[src/rtl/blockade_video_timing.sv]
// Raster timing generator: cascaded horizontal/vertical counters with 74163-style
// synchronous clear and terminal-count carry, plus registered sync/blank decodes.
module blockade_video_timing #(
    parameter int H_TOTAL      = 320,
    parameter int H_ACTIVE     = 256,
    parameter int H_SYNC_START = 272,
    parameter int H_SYNC_END   = 296,
    parameter int V_TOTAL      = 262,
    parameter int V_ACTIVE     = 224,
    parameter int V_SYNC_START = 240,
    parameter int V_SYNC_END   = 243
) (
    input  logic       clk,
    input  logic       reset,
    input  logic       ce,
    input  logic       _clear,
    output logic [8:0] hcnt,
    output logic [8:0] vcnt,
    output logic       hsync,
    output logic       vsync,
    output logic       hblank,
    output logic       vblank,
    output logic       line_end,
    output logic       frame_end
);

    localparam logic [8:0] H_LAST = 9'(H_TOTAL - 1);
    localparam logic [8:0] V_LAST = 9'(V_TOTAL - 1);

    generate
        if (!(H_ACTIVE < H_SYNC_START && H_SYNC_START < H_SYNC_END &&
              H_SYNC_END <= H_TOTAL && H_TOTAL <= 512)) begin : g_bad_h_params
            $error("blockade_video_timing: illegal H_* parameter ordering");
        end
        if (!(V_ACTIVE < V_SYNC_START && V_SYNC_START < V_SYNC_END &&
              V_SYNC_END <= V_TOTAL && V_TOTAL <= 512)) begin : g_bad_v_params
            $error("blockade_video_timing: illegal V_* parameter ordering");
        end
    endgenerate

    logic [8:0] h_next;
    logic [8:0] v_next;
    logic       v_term;

    // Terminal-count decodes act as the ripple carry between the two counters.
    assign line_end  = (hcnt == H_LAST);
    assign v_term    = (vcnt == V_LAST);
    assign frame_end = line_end && v_term;

    always_comb begin
        h_next = hcnt;
        v_next = vcnt;
        if (ce) begin
            if (!_clear) begin
                h_next = '0;
                v_next = '0;
            end else if (line_end) begin
                h_next = '0;
                v_next = v_term ? 9'd0 : vcnt + 9'd1;
            end else begin
                h_next = hcnt + 9'd1;
            end
        end
    end

    // Decodes are taken from the next counts so they line up with the counts they describe.
    always_ff @(posedge clk or posedge reset) begin
        if (reset) begin
            hcnt   <= '0;
            vcnt   <= '0;
            hsync  <= 1'b0;
            vsync  <= 1'b0;
            hblank <= 1'b0;
            vblank <= 1'b0;
        end else if (ce) begin
            hcnt   <= h_next;
            vcnt   <= v_next;
            hblank <= (int'(h_next) >= H_ACTIVE);
            hsync  <= (int'(h_next) >= H_SYNC_START) && (int'(h_next) < H_SYNC_END);
            vblank <= (int'(v_next) >= V_ACTIVE);
            vsync  <= (int'(v_next) >= V_SYNC_START) && (int'(v_next) < V_SYNC_END);
        end
    end

endmodule

[config.mk]
export PLATFORM = sky130hd
export DESIGN_NAME = blockade_video_timing
export DESIGN_NICKNAME = d
export VERILOG_FILES = /design/src/rtl/blockade_video_timing.sv
export SDC_FILE = /design/constraint.sdc
export NUM_CORES = 1
export LEC_CHECK = 0
export CAP_MARGIN = 25
export CORE_MARGIN = 5
export CORE_UTILIZATION = 45
export DETAILED_ROUTE_END_ITERATION = 8
export HOLD_SLACK_MARGIN = 0.05
export PLACE_DENSITY = 0.8
export REMOVE_ABC_BUFFERS = 1
export SLEW_MARGIN = 40
export SYNTH_ARGS = -nofsm -noshare
export SYNTH_HDL_FRONTEND = slang
export SYNTH_SLANG_ARGS = --single-unit
[constraint.sdc]
create_clock -name clk -period 2.34 [get_ports clk]
set_input_delay 0.468 -clock clk [delete_from_list [all_inputs] [get_ports clk]]
set_output_delay 0.468 -clock clk [all_outputs]
set_load 0.005 [all_outputs]
==> insert_results.sql <==
INSERT INTO impl_metrics (metric_group, metric, value, unit) VALUES
('synthesis', 'xor_xnor_share_of_the_synthesized_area', '0', ''),
('pwr', 'worst_ir_drop_vdd', '0.000277', 'V'),
('synthesis', 'synth_compound_gate_area_share', '0.199', ''),
('layout', 'fraction_of_layout_cells_with_a_size_suffix_above_1', '0.200', ''),
('layout', 'final_core_utilization', '0.639', ''),
('setup_path', 'crit_fanout', '6', ''),
('layout', 'insertedDiodeCount', '0', ''),
('synthesis', 'muxShareOfSynthArea', '0.0225', ''),
('timing', 'clock.fmax', '441', 'MHz'),
('layout', 'area_occupied_by_registers', '529', 'sq um'),
('timing', 'finClkSkew', '0.00286', 'ns'),
('setup_path', 'reg2reg_launch_point', 'vcnt[1]', ''),
('routing', 'final_antenna_net_count', '0', ''),
('cts', 'cts_htree_levels', '1', ''),
('synthesis', 'mapped_cell_area', '1340', 'sq um'),
('setup_path', 'cp.required', '2.56', 'ns'),
('timing', 'drv_slew', '0', ''),
('routing', 'route.met3.wl', '252', 'microns'),
('setup_path', 'cp-end-kind', 'flop', ''),
('setup_path', 'worstSetupStartpoint', 'vcnt[1]', ''),
('layout', 'multiInputGateArea', '759', 'sq um'),
('setup_path', 'critPathCapture', 'vsync', ''),
('layout', 'finalInstanceArea', '1790', 'sq um'),
('synthesis', 'synthCells', '152', ''),
('layout', 'area_growth_syn_to_layout', '34.1', '%'),
('pwr', 'leakage', '0.790', 'nW'),
('timing', 'worstMarginPinSlew', '0.558', 'ns'),
('setup_path', 'worst-endpoint-arrival', '2.49', 'ns'),
('min_path', 'timing.hold.worst.class', 'primary input to asynchronous set/reset pin', ''),
('run_status', 'outcome', 'finished clean', ''),
('routing', 'drc', '0', ''),
('routing', 'top_layer', 'met4', ''),
('placed_design', 'placed_cell_area', '1710', 'sq um'),
('timing', 'setup_violation_total_in_the_final_timing_report', '0', ''),
('routing', 'drt-pass1-iter-count', '4', ''),
('setup_path', 'critical_path.reg2reg.endpoint', 'vsync', ''),
('routing', 'initialDrtViolationCount', '123', ''),
('timing', 'grt_setup_unrepaired', 'no', ''),
('synthesis', 'yosysWarningCount', '0', ''),
('cts', 'clockBufferDepth', '2', ''),
('synthesis', 'yosysSeqAreaShare', '0.393', ''),
('routing', 'dr_total_vias', '1352', ''),
('pwr', 'p_per_area', '436', 'nW/um^2'),
('setup_path', 'rrSetupSlack', '0.07', 'ns'),
('cts', 'clock-sinks', '21', ''),
('global_routing', 'grt_antenna_before_repair', '0', ''),
('routing', 'met1Wirelength', '1.68', 'mm'),
('placed_design', 'io_buffers', '27', ''),
('setup_path', 'rr_worst_depth', '7', ''),
('routing', 'route.detailed.wl_per_inst', '17.3', 'microns'),
('floorplan', 'initial_core_util', '0.476', ''),
('timing', 'hold_ws', '0.470', 'ns'),
('timing', 'finalCriticalPeriod', '2.27', 'ns'),
('floorplan', 'area_of_the_core', '2810', 'sq um'),
('placed_design', 'hpwl', '2.84', 'mm'),
('floorplan', 'floorplan.die.height', '64.5', 'microns'),
('timing', 'timing_hold_violations_final', '0', ''),
('cts', 'clk_root_buffer_cell', 'sky130_fd_sc_hd__clkbuf_4', ''),
('layout', 'fillCellCount', '245', ''),
('timing', 'slew-limit-headroom', '0.624', ''),
('routing', 'met2RoutedLength', '1.89', 'mm'),
('setup_path', 'cp-start-kind', 'flop', ''),
('synthesis', 'post_synth.cell_area_avg', '8.79', 'sq um'),
('global_routing', 'global_route.usage.total', '0.190', ''),
('layout', 'count_of_non_filler_cells_in_the_finished_layout', '226', ''),
('synthesis', 'largest_family_of_logic_cells_by_synthesized_area', 'simple AND/OR/NAND/NOR gates', ''),
('global_routing', 'number_of_global_route_vias_before_repair', '1356', ''),
('cts', 'clock_input_transition_at_the_sequential_cells_of_the_worst_setup_and_hold_paths', '0.13', 'ns'),
('job', 'maxCapViolations', '0', ''),
('synthesis', 'ys_async_sr_fraction', '1.00', ''),
('floorplan', 'fp.dieArea', '4160', 'sq um');
## stage by stage
stage	total power (W)	worst slack, ns	setup TNS [ns]
2_1_floorplan	0.000484	0.329	0
3_3_place_gp	0.000577	0.0813	0
3_5_place_dp	0.000584	-0.0177	-0.0177
4_1_cts	0.000779	-0.0219	-0.0219
5_1_grt	0.000816	0.0329	0
6_report	0.000782	0.0742	0
## worst min path at each step
stage	start	endpoint	slack, ns	cells after the start
floorplan	reset	hcnt[0]	0.44	1
global placement	vsync	vsync	0.50	2
detailed placement	vsync	vsync	0.51	2
CTS	reset	vcnt[6]	0.48	3
global route	reset	hcnt[0]	0.50	3
finish	reset	vblank	0.47	3
## power breakdown
part | total [W] | leakage (nW) | switching (W) | internal (W)
Sequential | 0.000417 | 0.282 | 0.0000321 | 0.000385
Combinational | 0.000175 | 0.490 | 0.0000806 | 0.0000944
Clock | 0.000190 | 0.0177 | 0.000126 | 0.0000642
## per-layer routing
metal | GRT usage | vias to the layer above
met1 | 0.230 | 643
met5 | 0 | -
li1 | - | 635
met2 | 0.332 | 59
met4 | 0.0818 | 0
met3 | 0.0345 | 15
## timing repair
item,CTS,global route
pin swaps,1,1
gates cloned,0,0
resized for setup,8,3
setup buffers,2,1
setup endpoints to repair,3,3
## placed cells by master (no fill, tap or decap), types with 2 or more instances in the layout
cell / Yosys / routed
sky130_fd_sc_hd__clkdlybuf4s50_1: 0 / 25
sky130_fd_sc_hd__nand2_1: 23 / 23
sky130_fd_sc_hd__dfrtp_1: 21 / 18
sky130_fd_sc_hd__buf_4: 1 / 17
sky130_fd_sc_hd__nor2_1: 15 / 15
sky130_fd_sc_hd__o21ai_0: 11 / 11
sky130_fd_sc_hd__inv_1: 9 / 8
sky130_fd_sc_hd__nand3_1: 5 / 5
sky130_fd_sc_hd__nand4_1: 4 / 4
sky130_fd_sc_hd__nor3_1: 3 / 3
sky130_fd_sc_hd__a31oi_1: 3 / 3
sky130_fd_sc_hd__nor2b_1: 3 / 3
sky130_fd_sc_hd__a21oi_1: 3 / 3
sky130_fd_sc_hd__mux2i_1: 3 / 3
sky130_fd_sc_hd__clkbuf_4: 0 / 3
sky130_fd_sc_hd__dfrtp_2: 0 / 3
sky130_fd_sc_hd__nand3_2: 2 / 2
sky130_fd_sc_hd__nand2b_1: 2 / 2
sky130_fd_sc_hd__o22ai_1: 2 / 2
sky130_fd_sc_hd__and2b_1: 2 / 2
sky130_fd_sc_hd__nor4_1: 2 / 2
sky130_fd_sc_hd__nand4b_1: 2 / 2
sky130_fd_sc_hd__o31ai_1: 2 / 2
sky130_fd_sc_hd__a21o_2: 2 / 2
sky130_fd_sc_hd__a22o_1: 2 / 2
sky130_fd_sc_hd__ha_1: 3 / 2
## critical path: stages (launching register included)
cell and delay (ns):
sky130_fd_sc_hd__dfrtp_1 0.46, sky130_fd_sc_hd__ha_1 0.26, sky130_fd_sc_hd__nand3_2 0.15, sky130_fd_sc_hd__or3_4 0.42
sky130_fd_sc_hd__a21oi_2 0.16, sky130_fd_sc_hd__o211ai_2 0.11, sky130_fd_sc_hd__or2_1 0.24, sky130_fd_sc_hd__o41ai_2 0.37
## sequential cells by signal, summed over array words and instances, names as in the netlist
register,cells
hcnt,9
vcnt,9
vsync,1
hsync,1
vblank,1
## logic make-up (layout without fill, tap and decap cells)
family          Yosys count  count (layout)
fa+ha+maj                 3               3
mux                       3               3
compound gates           37              37
buf+inv                  15              58
flops                    21              21
simple gates             73              73
## synthesized netlist by cell type, drive strengths merged, types with 2 or more instances
cell    count  area share
o311ai      2       0.013
ha          3       0.028
o31ai       2       0.011
and2b       2       0.011
a31oi       3       0.014
o21ai      11       0.041
mux2i       3       0.022
nor4        3       0.019
dfrtp      21        0.39
nor2b       3       0.014
nand3       7       0.034
nand4b      3       0.031
nand2b      2      0.0094
nor3        3       0.011
o22ai       2      0.0094
or2         2      0.0094
and3        2      0.0094
nand2      23       0.065
inv         9       0.025
a21o        2       0.013
a21oi       4       0.018
buf         4       0.026
nor2       15       0.042
nand4       4       0.019
a22o        2       0.013
## final cells by class
cell class / instances / area share
clock buffers: 3 / 0.0126
clock inverters: 1 / 0.00279
inverters: 10 / 0.0209
multi-input cells: 116 / 0.424
flip-flops and latches: 21 / 0.295
well taps: 31 / 0.0216
repair buffers: 44 / 0.223
(Power assumes the default switching activity.)
